<file path="config.mk">
export PLATFORM = sky130hd
export DESIGN_NAME = csd_seq_conv
export DESIGN_NICKNAME = d
export VERILOG_FILES = /design/src/rtl/csd_pkg.sv /design/src/rtl/csd_digit_cell.sv /design/src/rtl/csd_seq_conv.sv
export SDC_FILE = /design/constraint.sdc
export NUM_CORES = 1
export LEC_CHECK = 0
export ABC_AREA = 1
export CORE_ASPECT_RATIO = 2
export CORE_UTILIZATION = 45
export CTS_CLUSTER_SIZE = 28
export DETAILED_ROUTE_END_ITERATION = 8
export GPL_TIMING_DRIVEN = 0
export PLACE_DENSITY = 0.68
export SYNTH_ARGS = -nofsm -noshare
export SYNTH_HDL_FRONTEND = slang
export SYNTH_HIERARCHICAL = 1
export SYNTH_SLANG_ARGS = --single-unit
</file>
<file path="constraint.sdc">
create_clock -name clk -period 2.5 [get_ports clk]
set_clock_uncertainty 0.05 [all_clocks]
set_input_delay 0.5 -clock clk [delete_from_list [all_inputs] [get_ports clk]]
set_output_delay 0.5 -clock clk [all_outputs]
set_load 0.05 [all_outputs]
</file>
<file path="src/rtl/csd_pkg.sv">
// Shared digit encodings and FSM state type for the sequential CSD converter.
// Constants and types only; no timing or flow control of its own.
package csd_pkg;

    localparam logic [1:0] ZERO = 2'b00;
    localparam logic [1:0] POS  = 2'b01;
    localparam logic [1:0] NEG  = 2'b11;

    typedef enum logic [1:0] {
        IDLE = 2'd0,
        CONV = 2'd1,
        DONE = 2'd2
    } state_t;

    function automatic logic is_nonzero(input logic [1:0] d);
        return d != ZERO;
    endfunction

endpackage

</file>
<file path="src/rtl/csd_digit_cell.sv">
// One CSD recoding step: digit and next carry from x[i], x[i+1], carry-in. Purely combinational.
// No flow control; the outputs follow the inputs.
module csd_digit_cell
    import csd_pkg::*;
(
    input  logic       x_i,
    input  logic       x_i1,
    input  logic       c,
    output logic [1:0] digit,
    output logic       c_next
);

    always_comb begin
        // carry-out is the majority of the three inputs, i.e. floor((x_i+x_i1+c)/2)
        c_next = (x_i & x_i1) | (x_i & c) | (x_i1 & c);
        digit  = ZERO;
        if (x_i ^ c) begin
            digit = c_next ? NEG : POS;
        end
    end

endmodule

</file>
<file path="src/rtl/csd_seq_conv.sv">
// Serial binary-to-CSD converter: one digit per cycle, W+1 (unsigned) or W (signed) CONV cycles, then done.
// No backpressure: start is only sampled in IDLE, and results stay readable until the next start.
module csd_seq_conv
    import csd_pkg::*;
#(
    parameter  int W  = 8,
    localparam int AW = $clog2(W + 1),
    localparam int CW = $clog2(W + 2)
) (
    input  logic          clk,
    input  logic          reset,
    input  logic          start,
    input  logic          sgn,
    input  logic          we,
    input  logic [AW-1:0] waddr,
    input  logic          wbit,
    input  logic [AW-1:0] raddr,
    output logic [1:0]    rdigit,
    output logic [CW-1:0] nz_count,
    output logic          busy,
    output logic          done
);

    state_t        state;
    state_t        state_nx;
    logic          sgn_q;
    logic          carry;
    logic [AW-1:0] idx;
    logic [AW-1:0] last_idx;
    logic [W-1:0]  xin;
    logic [1:0]    dig [0:W];

    logic [W+1:0]  xext;
    logic [CW-1:0] pos_i;
    logic [CW-1:0] pos_i1;
    logic          x_i;
    logic          x_i1;
    logic [1:0]    cell_digit;
    logic          cell_c_next;
    logic          ext_bit;

    // Operand extended by two bits so x[i+1] is defined for the final step.
    assign ext_bit  = sgn_q & xin[W-1];
    assign xext     = {ext_bit, ext_bit, xin};
    assign pos_i    = CW'(idx);
    assign pos_i1   = CW'(idx) + CW'(1);
    assign x_i      = xext[pos_i];
    assign x_i1     = xext[pos_i1];
    assign last_idx = sgn_q ? AW'(W - 1) : AW'(W);

    csd_digit_cell u_cell (
        .x_i    (x_i),
        .x_i1   (x_i1),
        .c      (carry),
        .digit  (cell_digit),
        .c_next (cell_c_next)
    );

    always_ff @(posedge clk or negedge reset) begin
        if (!reset) begin
            state <= IDLE;
        end else begin
            state <= state_nx;
        end
    end

    always_comb begin
        state_nx = state;
        busy     = 1'b0;
        done     = 1'b0;
        case (state)
            IDLE: begin
                if (start) begin
                    state_nx = CONV;
                end
            end
            CONV: begin
                busy = 1'b1;
                if (idx == last_idx) begin
                    state_nx = DONE;
                end
            end
            DONE: begin
                done     = 1'b1;
                state_nx = IDLE;
            end
            default: begin
                state_nx = IDLE;
            end
        endcase
    end

    always_ff @(posedge clk or negedge reset) begin
        if (!reset) begin
            sgn_q    <= 1'b0;
            carry    <= 1'b0;
            idx      <= '0;
            nz_count <= '0;
            xin      <= '0;
            for (int k = 0; k <= W; k++) begin
                dig[k] <= ZERO;
            end
        end else begin
            if (we && state != CONV) begin
                for (int k = 0; k < W; k++) begin
                    if (waddr == AW'(k)) begin
                        xin[k] <= wbit;
                    end
                end
            end
            case (state)
                IDLE: begin
                    if (start) begin
                        sgn_q    <= sgn;
                        carry    <= 1'b0;
                        idx      <= '0;
                        nz_count <= '0;
                    end
                end
                CONV: begin
                    carry    <= cell_c_next;
                    idx      <= idx + AW'(1);
                    nz_count <= nz_count + {{(CW-1){1'b0}}, is_nonzero(cell_digit)};
                    for (int k = 0; k <= W; k++) begin
                        if (idx == AW'(k)) begin
                            dig[k] <= cell_digit;
                        end
                    end
                    // Signed results stop at digit W-1; clear the stale top digit once.
                    if (sgn_q && idx == '0) begin
                        dig[W] <= ZERO;
                    end
                end
                default: begin
                end
            endcase
        end
    end

    always_comb begin
        rdigit = ZERO;
        for (int k = 0; k <= W; k++) begin
            if (raddr == AW'(k)) begin
                rdigit = dig[k];
            end
        end
    end

endmodule

</file>
======== Yosys cells after proc, flatten, opt, wreduce, memory -nomap -nowiden ========
Cells that the tools add are included.
word-level totals
  bits of input ports ..................... 14
  register bits after elaboration ......... 38
  output and inout bits ................... 8
  logic and storage cells ................. 119
operators by class
  mux-type cells .......................... 28
  reductions and logical operators ........ 29
  bitwise gates (word level) .............. 7
  eq/ne operators ......................... 29
  add/sub/neg operators ................... 2
  $lt $le $gt $ge ......................... 2
operators by type and width
  cell                 count
  $eq 4x3->1 const B   12
  $reduce_and 2->1     20
  $mux 2               15
  $eq 4x2->1 const B   6
  $pmux 4 s2           2
  $eq 4x1->1 const B   3
  $logic_not 4->1      3
  $lt 4x5->1 const B   2
  $bmux 1 s4           2
  $eq 4x4->1 const B   2
  $mux 4               2
  $reduce_bool 2->1    3
  $mux 1               5
  $add 4x1->4          1
  $add 4x1->4 const B  1
  $and 1x1->1          4
  $eq 4x4->1           1
  $ne 2x2->1 const B   2
  $pmux 2 s2           1
  $eq 2x1->1 const B   1
  $eq 2x2->1 const B   1
  $logic_and 1x1->1    2
  $logic_not 2->1      1
  $ne 2x1->1 const B   1
  other kinds (3)      4

======== Longest topological paths before layout ========
  word-level depth ........................ 11
  depth in mapped cells ................... 22
  gate-level depth less buffers ........... 20

======== Cells and area by module ========
Netlist, hierarchy kept.
by module, submodules not included
  module          instances  cells each  sequential area each (µm²)  area an instance (µm²)
  csd_seq_conv    1          260         950.9                       2,145.8
  csd_digit_cell  1          7           0.0                         41.3

======== Worst setup path after synthesis ========
Ideal clock, no wire load.
  path kind ............................... register to register
  start point ............................. reg idx[0]
  end point ............................... reg nz_count[2]
  data arrival time ....................... 2.483 ns
  path buffers ............................ 2
  required time ........................... 2.302 ns
  period minus slack after synthesis ...... 2.681 ns
  setup time .............................. 0.148 ns
  setup slack ............................. -0.181 ns
  stages on the path, launching flop included .. 23
  path through ............................ dfrtp_1 buf_6 inv_2 buf_6 ha_1 inv_1 a21oi_1 o21ai_1 nand2_1 o211ai_1 nand2_1 nand2_1 nand3_2 nand2_1 inv_1 clkinv_1 nand2_1 ha_1 ha_1 inv_1 nor2_1 o21ai_0 a21oi_1
between the ends
  longest elaborated chain between the ends .. 11
  elaborated cells between the ends (all ways) .. 16
  classes of those cells .................. add/sub: 2; mux: 7; bitwise: 6; reduce/logical: 1
ends and longest elaborated chain
  element                           line                  text
  start: declaration                csd_seq_conv.sv:28    logic [AW-1:0] idx;
  start signal: assignment          csd_seq_conv.sv:122   idx <= idx + AW'(1);
  $add 4x1->4 (*)                   csd_seq_conv.sv:46    assign pos_i1 = CW'(idx) + CW'(1);
  $bmux 1 s4 (*)                    csd_seq_conv.sv:48    assign x_i1 = xext[pos_i1];
  $mux 1 (implied by the code) (*)  csd_seq_conv.sv:48
  net x_i1                          csd_seq_conv.sv:37    logic x_i1;
  $and 1x1->1                       csd_digit_cell.sv:15  c_next = (x_i & x_i1) | (x_i & c) | (x_i1 & c);
  $or 1x1->1                        csd_digit_cell.sv:15
  $or 1x1->1 (*)                    csd_digit_cell.sv:15
  net cell_c_next                   csd_seq_conv.sv:39    logic cell_c_next;
  $mux 2 (*)                        csd_digit_cell.sv:18  digit = c_next ? NEG : POS;
  $mux 2 (*)                        csd_digit_cell.sv:17  if (x_i ^ c) begin
  net cell_digit[1]                 csd_seq_conv.sv:38    logic [1:0] cell_digit;
  $reduce_bool 2->1 (*)             csd_pkg.sv:16         return d != ZERO;
  $add 4x1->4 (*)                   csd_seq_conv.sv:123   nz_count <= nz_count + {{(CW-1){1'b0}}, is_nonzero(cell_digit)};
  $pmux 4 s2 (*)                    csd_seq_conv.sv:111   case (state)
  end signal: assignment            csd_seq_conv.sv:123
  end: declaration                  csd_seq_conv.sv:19    output logic [CW-1:0] nz_count,
The timed path passes the listed nets; every way through them passes the cells marked *. The select of a mux whose other input is x is not followed.
A chain may end at the register's enable or synchronous reset.

======== Final worst setup path ========
Ends and elaborated chain as after synthesis.

==> metrics.txt <==
total number of H-tree levels=2; top cell type by total area after synthesis=dfrtp_1; status=finished with violations; Bufs on Longest Clock Path=2; CTS Sinks=38; GP Congestion=0.8765; DIE WIDTH=51.30 µm; maximum vdd drop=0.7443 mV; Worst EP required=2.62 ns; CTS tree=built; final core occ=61.02%; num rows=35; synth warn=6; CP Launch Type=register; Synth top area share=43.48%; Syn Inst Count=267; synth unique cells=29; register area=954.7 µm²; unrepaired setup endpoints after global routing=yes; Seq/Total Area, Yosys=43.48%; RR Endpoint=nz_count[2]; gr usage total=22.38%; CTS buffer count=5; Hold Buf Count CTS=0; met2 Use GR=44.33%; FF-to-FF Start=idx[0]; met1 global-route usage=19.98%; vias per std cell=5.332; CP Max Fanout=3; via count=1,946; placed cells=341; most frequent cells in the layout=nand2_1, dfrtp_1, inv_1; flop2flop setup slack=-0.005 ns; Fmax achieved=399.1 MHz; Final period util=100.2%; Hold Path Class=input pin to async pin; Root Driver=clkbuf_8; Worst Setup End Kind=register; port bufs=19; syn_nets=288; CP Launch Point=idx[0]; largest net degree at the start of global routing=39; vias in the first global route=1,927; Worst Setup EP=nz_count[2]; first-pass GRT wire length=8404 µm; area occupied by multi-input gates=1157 µm²; EDFF count, synth=0; grt peak-use layer=met2; Slew @ Worst Pin=0.8306 ns; Synth area leaders=dfrtp_1, nand2_1, inv_1; Setup WS post-layout=-0.005399 ns; layout cells sized above 1=24.52%; die footprint=5160 µm²; Slew HR=44.62%; Worst Setup Path Type=register to register; final setup violation count=1; flops & latches, synth=38; leakage=0.001307 µW; Clock transition at path regs=0.07 ns; grt ovf=0; drt total wl=5193 µm; pwr/cell area=1351 nW/µm²; final hold violations=0; M3 GR Usage=3.017%; Avg WL per Cell=14.23 µm; syn_area_per_cell=8.191 µm²; antenna fix cells=0; Arrival @ worst endpoint=2.63 ns; failing checks=negative setup slack; Area Overhead vs Synth=29.52%; Non-Filler Instances=365; most common cell after layout, fill and taps aside=nand2_1; initial core utilization=47.12%; prevailing post-synth register cell=dfrtp_1; Fin Hold WS=0.2541 ns; initial antenna violation count=0; clk_lat worst skew=0.29 ns; die height=100.6 µm; NumNets Final=330; I/O pin total=22; crit path time final=2.505 ns; DR pass1 iterations=4; Antenna Nets Post-Route=0; Initial DRC Count=54; drt drc=0; FF-to-FF path depth=22; DP HPWL=3733 µm; synthesized area=2187 µm²; max-slew violations=0; Async SR Flop Fraction=100.0%; # Max-Cap Violations=0; core area=4642 µm²; fillers=412
## stage by stage
step	instance area, µm²	setup slack (ns)	power, µW	TNS (ns)
floorplan	2206	0.004555	2235	0
global placement	2465	-0.6064	2643	-1.998
detailed placement	2460	-0.6095	2678	-2.030
CTS	2790	0.005748	3763	0
global route	2833	-0.1225	4106	-0.3559
finish	2833	-0.005399	3826	-0.005399
## metal layers
metal  part of all wire (%)  vias up  routed length, µm
met3                    2.0       10                104
li1                       -      983                  -
met1                     35      912               1833
met4                    2.9        0                149
met5                      0        -                  0
met2                     60       41               3105
## flip-flops by register name, summed over array words and instances (netlist names)
| name | cells |
|---|---|
| sgn_q | 1 |
| xin | 8 |
| carry | 1 |
| dig | 18 |
| nz_count | 4 |
| idx | 4 |
| state | 2 |
## critical path, cell delays in order, from the launching register on
cell and delay, ns:
dfrtp_1 0.36, buf_6 0.12, inv_4 0.03, buf_8 0.11
ha_4 0.25, inv_4 0.07, a21oi_2 0.03, o21ai_1 0.08
nand2_1 0.07, o211ai_1 0.16, nand2_1 0.09, nand2_1 0.08
nand3_2 0.08, nand2_1 0.07, inv_2 0.05, clkinv_4 0.06
nand2_4 0.05, ha_4 0.17, ha_4 0.15, inv_2 0.04
nor2_2 0.03, o21ai_1 0.13, a21oi_1 0.05
## layout make-up
| cell class | instances | share of cell area, % |
|---|---|---|
| Clock buffer | 6 | 2.915 |
| Tap cell | 55 | 2.429 |
| Multi-Input combinational cell | 188 | 40.86 |
| Inverter | 36 | 5.212 |
| Clock inverter | 2 | 2.120 |
| Buffer | 5 | 1.634 |
| Sequential cell | 38 | 33.70 |
| Timing Repair Buffer | 35 | 11.13 |
## where the power goes
| part | total (µW) | leakage (µW) | internal, µW | switching (µW) |
|---|---|---|---|---|
| sequential | 1070 | 0.000490 | 864 | 205 |
| combinational | 2120 | 0.000746 | 897 | 1220 |
| clock | 637 | 0.0000714 | 426 | 212 |
## synthesized netlist by cell type (3+ instances only)
master / instances
o21ai_0: 18
nor2_4: 6
nand3_2: 4
o21ai_1: 10
inv_1: 30
nand2_1: 54
nand3_1: 19
ha_1: 7
nor2_2: 3
dfrtp_1: 38
inv_2: 4
o211ai_1: 5
nand4_1: 16
o22ai_1: 3
a21oi_1: 14
nor2_1: 19
## cell families (layout without fill, tap and decap cells)
logic type                 count (synthesis)  after routing  share of synthesized area [%]
AOI/OAI and AO/OA                         55             55                          14.70
xor gates and xnor gates                   1              1                         0.4005
adders and majority gates                  7              7                          4.004
buffers and inverters                     41             84                          8.237
DFF                                       38             38                          43.48
muxes                                      1              1                         0.4577
and+or+nand+nor                          124            124                          28.72
## what timing repair did
item	CTS	global route
buffers inserted	15	3
endpoints found under the setup margin	7	6
resized for setup	35	12
pin swaps	8	11
## how the worst min path moves through the flow
stage,startpoint,endpoint,slack [ns],cells past startpoint
after global placement,nz_count[3],nz_count[3],0.41,1
final,reset,xin[0],0.25,1
after floorplan,reset,carry,0.15,0
after global routing,reset,xin[3],0.33,1
after CTS,reset,xin[3],0.29,1
after detailed placement,nz_count[3],nz_count[3],0.42,1
(Power assumes the default switching activity.)
